[src/rtl/keypad_scanner.sv]
// keypad_scanner: 4x4 matrix keypad column scanner with press/release
// debounce and a single key_valid pulse per accepted key.
//
// Ports:
//   clock      system clock, rising-edge active
//   reset_n    synchronous active-low reset
//   keyboard   row lines, active-low (4'b1111 = nothing in driven column)
//   hex_in     key code from the external row/column encoder
//   counter    column index handed to the encoder
//   col_n      active-low column drive, ~(4'b0001 << counter)
//   key_valid  one-cycle pulse for a newly accepted key
//   key_code   code latched on acceptance, held until the next one
//   key_down   high from acceptance until the release is debounced

module keypad_scanner #(
    parameter int SCAN_DIV     = 1000,
    parameter int DEBOUNCE_CNT = 16
) (
    input  logic       clock,
    input  logic       reset_n,
    input  logic [3:0] keyboard,
    input  logic [3:0] hex_in,
    output logic [1:0] counter,
    output logic [3:0] col_n,
    output logic       key_valid,
    output logic [3:0] key_code,
    output logic       key_down
);

    // Dwell counts 0..SCAN_DIV-1; debounce counts 0..DEBOUNCE_CNT-1 and
    // the final match transitions instead of storing DEBOUNCE_CNT.
    localparam int DW  = (SCAN_DIV > 2) ? $clog2(SCAN_DIV) : 1;
    localparam int DBW = (DEBOUNCE_CNT > 2) ? $clog2(DEBOUNCE_CNT) : 1;

    localparam logic [DW-1:0]  DWELL_LAST = DW'(SCAN_DIV - 1);
    localparam logic [DBW-1:0] DEB_LAST   = DBW'(DEBOUNCE_CNT - 1);

    typedef enum logic [2:0] {
        SCAN,
        DEBOUNCE,
        PRESSED,
        HOLD,
        RELEASE
    } state_t;

    state_t         state;
    state_t         state_nxt;
    logic [1:0]     counter_nxt;
    logic [DW-1:0]  dwell;
    logic [DW-1:0]  dwell_nxt;
    logic [DBW-1:0] deb;
    logic [DBW-1:0] deb_nxt;
    logic [3:0]     pattern;
    logic [3:0]     pattern_nxt;
    logic [3:0]     code_nxt;
    logic           valid_nxt;
    logic           down_nxt;

    logic [3:0]     low_rows;
    logic           one_low;
    logic           all_high;
    logic           dwell_end;

    // Exactly one row pulled low means a single unambiguous key.
    assign low_rows  = ~keyboard;
    assign one_low   = (low_rows != 4'd0) &&
                       ((low_rows & (low_rows - 4'd1)) == 4'd0);
    assign all_high  = (keyboard == 4'b1111);
    assign dwell_end = (dwell == DWELL_LAST);

    assign col_n = ~(4'b0001 << counter);

    always_ff @(posedge clock) begin
        if (!reset_n) begin
            state     <= SCAN;
            counter   <= 2'd0;
            dwell     <= '0;
            deb       <= '0;
            pattern   <= 4'b1111;
            key_code  <= 4'h0;
            key_valid <= 1'b0;
            key_down  <= 1'b0;
        end else begin
            state     <= state_nxt;
            counter   <= counter_nxt;
            dwell     <= dwell_nxt;
            deb       <= deb_nxt;
            pattern   <= pattern_nxt;
            key_code  <= code_nxt;
            key_valid <= valid_nxt;
            key_down  <= down_nxt;
        end
    end

    always_comb begin
        state_nxt   = state;
        counter_nxt = counter;
        dwell_nxt   = dwell;
        deb_nxt     = deb;
        pattern_nxt = pattern;
        code_nxt    = key_code;
        valid_nxt   = 1'b0;
        down_nxt    = key_down;

        unique case (state)
            SCAN: begin
                if (dwell_end) begin
                    dwell_nxt = '0;
                    if (one_low) begin
                        // Freeze the column and watch this row pattern.
                        pattern_nxt = keyboard;
                        deb_nxt     = '0;
                        state_nxt   = DEBOUNCE;
                    end else begin
                        counter_nxt = counter + 2'd1;
                    end
                end else begin
                    dwell_nxt = dwell + DW'(1);
                end
            end

            DEBOUNCE: begin
                if (keyboard == pattern) begin
                    if (deb == DEB_LAST) begin
                        deb_nxt   = '0;
                        state_nxt = PRESSED;
                    end else begin
                        deb_nxt = deb + DBW'(1);
                    end
                end else begin
                    // Bounce: give up on this column, move on.
                    deb_nxt     = '0;
                    dwell_nxt   = '0;
                    counter_nxt = counter + 2'd1;
                    state_nxt   = SCAN;
                end
            end

            PRESSED: begin
                code_nxt  = hex_in;
                valid_nxt = 1'b1;
                down_nxt  = 1'b1;
                state_nxt = HOLD;
            end

            HOLD: begin
                // Only a full release matters; extra keys are ignored.
                if (all_high) begin
                    deb_nxt   = '0;
                    state_nxt = RELEASE;
                end
            end

            RELEASE: begin
                if (all_high) begin
                    if (deb == DEB_LAST) begin
                        deb_nxt     = '0;
                        down_nxt    = 1'b0;
                        dwell_nxt   = '0;
                        counter_nxt = counter + 2'd1;
                        state_nxt   = SCAN;
                    end else begin
                        deb_nxt = deb + DBW'(1);
                    end
                end else begin
                    deb_nxt   = '0;
                    state_nxt = HOLD;
                end
            end

            default: begin
                state_nxt = SCAN;
            end
        endcase
    end

endmodule

[config.mk]
export PLATFORM = sky130hd
export DESIGN_NAME = keypad_scanner
export DESIGN_NICKNAME = d
export VERILOG_FILES = /design/src/rtl/keypad_scanner.sv
export SDC_FILE = /design/constraint.sdc
export NUM_CORES = 1
export LEC_CHECK = 0
export BUFFER_PORTS_ARGS = -buffer_cell sky130_fd_sc_hd__buf_2
export CORE_UTILIZATION = 45
export CTS_CLUSTER_DIAMETER = 200
export DETAILED_ROUTE_END_ITERATION = 16
export PLACE_DENSITY = 0.75
export SYNTH_ARGS = -nofsm -noshare
export SYNTH_HDL_FRONTEND = slang
export SYNTH_SLANG_ARGS = --single-unit
[constraint.sdc]
create_clock -name clock -period 2.2 [get_ports clock]
set_clock_uncertainty 0.2 [all_clocks]
set_input_delay 0.11 -clock clock [delete_from_list [all_inputs] [get_ports clock]]
set_output_delay 0.11 -clock clock [all_outputs]
set_load 0.02 [all_outputs]
==> results.tsv <==
metric	value	unit
status	finished clean	
relSlewSlack	72.28	%
r2r-end	dwell[1]	
overflow	0	
synthCells	198	
synthSimpleGateAreaFrac	28.85	%
fmax	485.6	MHz
hpwl	2399	um
fin_crit	2.059	ns
synth_edf_count	0	
rsz0062_at_grt	no	
detail_route.iter0.violations	97	
end_kind	flop	
ant_nets	0	
finalInstanceArea	1921	um^2
io_pins	22	
crit_buf_inv	0	
place_congestion	0.9079	
diodes	0	
worstPathCellList	ha_2 > nand3_1 > o31ai_2 > o211ai_2 > or4_1 > a21oi_1	
wire_per_inst	12.94	um
synth_async_sr_flop_share	0	%
grt_max_degree	16	
p_leak	0.7597	nW
r2r_cells	6	
synth_top_area_share	36.28	%
layout-drive-gt1-share	19.05	%
dr.pass1.iters	4	
drv_slew	0	
via_per_inst	5.509	
ir_worst_vdd	0.3449	mV
synth-xor-area-share	2.737	%
setup_tns	0	ns
hold_viol	0	
final-instance-count-excl-fill	277	
synth_top_family_by_area	simple AND/OR/NAND/NOR gates	
synthesis.nets	214	
hold_end	key_code[2]	
min-delay-start	key_code[2]	
clkLatencyLatePin	0.34	ns
drcViolationCount	0	
cts.sinks	29	
area_growth	20.02	%
syn_area	1600	um^2
hold_ws	0.2592	ns
synthMuxAreaShare	3.753	%
grt_pass1_vias	1362	
track_usage	21.33	%
r2r_setup_slack	0.14	ns
cp_data_required_time	2.27	ns
startpoint_type	flop	
grt_pass1_wl	5823	um
synth_seq_area_share	36.28	%
cts_buffer_depth	2	
cts_tree	built	
core_region_area	3363	um^2
period_share	93.61	%
cts_setup_buffers	0	
rows	21	
port_buffers	21	
slowest_delay	0.52	ns
synthAdderAreaFrac	4.691	%
initial_core_util	47.58	%
crit_fanout	5	
wl	3585	um
ys_top_cells_by_area	dfxtp_1 36%, nand2_1 6.6%, a21oi_1 5.6%, ha_1 4.7%, mux2i_1 3.8%	
dp_cells	260	
setup_viol	0	
cp_slowest_cell	or4_1	
reg2reg_from	deb[0]	
ys_warn_count	0	
cp.arrival	2.13	ns
antenna_found_initial	0	
die_height	61.64	um
num_vias	1526	
crit_type	reg -> reg	
synth-main-ff-cell	dfxtp_1	
numCtsBuffers	5	
ys_seq_elements	29	
cts_max_level	2	
synthDistinctLibCells	46	
min_path_cells	2	
worst_pin_slew	0.4126	ns
fin_nets	246	
die_area	3799	um^2
dpl_cell_area	1750	um^2
p_total	976.2	uW
hold_path.class	reg -> reg	
fp.dieW	61.64	um
startpoint	deb[0]	
power_density	508.3	nW/um^2
path_clk_slew	0.09	ns
synth_compound_area_share	18.92	%
cts-root-buf	clkbuf_4	
yosysTopAreaCell	dfxtp_1	
cp_top_family	simple AND/OR/NAND/NOR gates	
max-cap-violations	0	
avgSynthCellArea	8.082	um^2
-- layer usage --
layer,GRT usage (%),routed length (um),vias to the layer above
li1,-,-,777
met1,25.64,1552,701
met2,34.72,1780,39
met3,5.042,170,9
met4,12.38,81,0
met5,0,0,-
-- report_power, final --
part	internal, mW	switching, mW	total [mW]
Sequential	0.529	0.00408	0.533
Combinational	0.0329	0.0351	0.0680
Clock	0.185	0.190	0.375
-- logic make-up after synthesis --
| logic type | after synthesis |
|---|---|
| adders and majority gates | 6 |
| muxes | 6 |
| and+or+nand+nor | 88 |
| xor gates and xnor gates | 5 |
| buffers and inverters | 18 |
| DFF | 29 |
| AOI/OAI and AO/OA | 46 |
-- final cells by class --
class,count,area [um^2]
fill,338,1443
tap,46,57.56
timing repair buffer,34,225.2
clock inverter,1,5.005
multi-input combinational,151,953.4
inverter,9,33.78
sequential,29,580.6
clock buffer,7,65.06
-- synth_stat cells (2+ instances only) --
master,number
o22ai_1,3
o21ai_0,7
inv_1,8
ha_1,6
a311oi_1,2
mux2i_1,6
a221o_1,2
o211ai_1,2
nand2b_1,3
clkbuf_1,4
dfxtp_1,29
nor3_1,9
or3_1,2
nand4_1,2
a22o_1,2
o21a_1,2
or2_2,2
nand2_1,28
nand4b_1,3
nor2_1,12
buf_2,4
xnor2_1,5
nand3_1,11
and3_1,4
or4_1,2
a21oi_1,18
-- worst max path at each step --
stage | end | slack [ns] | cells past startpoint
after floorplan | dwell[1] | 0.27 | 6
after global placement | counter[1] | 0.22 | 7
after detailed placement | counter[1] | 0.14 | 7
after CTS | counter[1] | 0.13 | 7
after global routing | pattern[3] | 0.004 | 7
final | dwell[1] | 0.14 | 6
-- repair_timing --
action | in CTS | in global routing
hold buffers | 9 | 0
resized for setup | 0 | 3
setup endpoints to repair | 0 | 6
endpoints found under the hold margin | 15 | 0
-- state kept, by name, indices dropped and copies added (netlist names) --
| signal | flops |
|---|---|
| counter | 2 |
| deb | 4 |
| dwell | 10 |
| key_code | 4 |
| key_down | 1 |
| key_valid | 1 |
| pattern | 4 |
| state | 3 |
-- per-stage QoR --
stage	setup WS, ns	util [%]
floorplan	0.2653	-
global placement	0.2213	52.05
finish	0.1406	57.11
global route	0.003723	57.11
detailed placement	0.1381	52.05
CTS	0.1295	56.81
-- cell usage in the layout (no fill, tap or decap), drive strengths merged, types with 2 or more instances in the layout --
cell         Yosys  routed
nor2            13      13
clkbuf           4       7
o21a             2       2
or4b             2       2
and3             4       4
or3              2       2
or4              2       2
o22ai            3       3
nand3           11      11
a311oi           2       2
xnor2            5       5
dfxtp           29      29
clkinv           1       2
inv              8       8
nand4            3       3
a221o            2       2
dlygate4sd3      0       9
buf              5      25
nand2b           3       3
o211ai           3       3
mux2i            6       6
ha               6       6
o21ai            7       7
a22o             2       2
o31ai            2       2
nand2           28      28
a21oi           18      18
nor3             9       9
or2              2       2
nand4b           3       3
-- tightest hold or removal path, stage by stage (launching register included) --
cell and delay, ns:
dfxtp_1 0.32, nand2_1 0.05, a21oi_1 0.05
(Power assumes the default switching activity.)
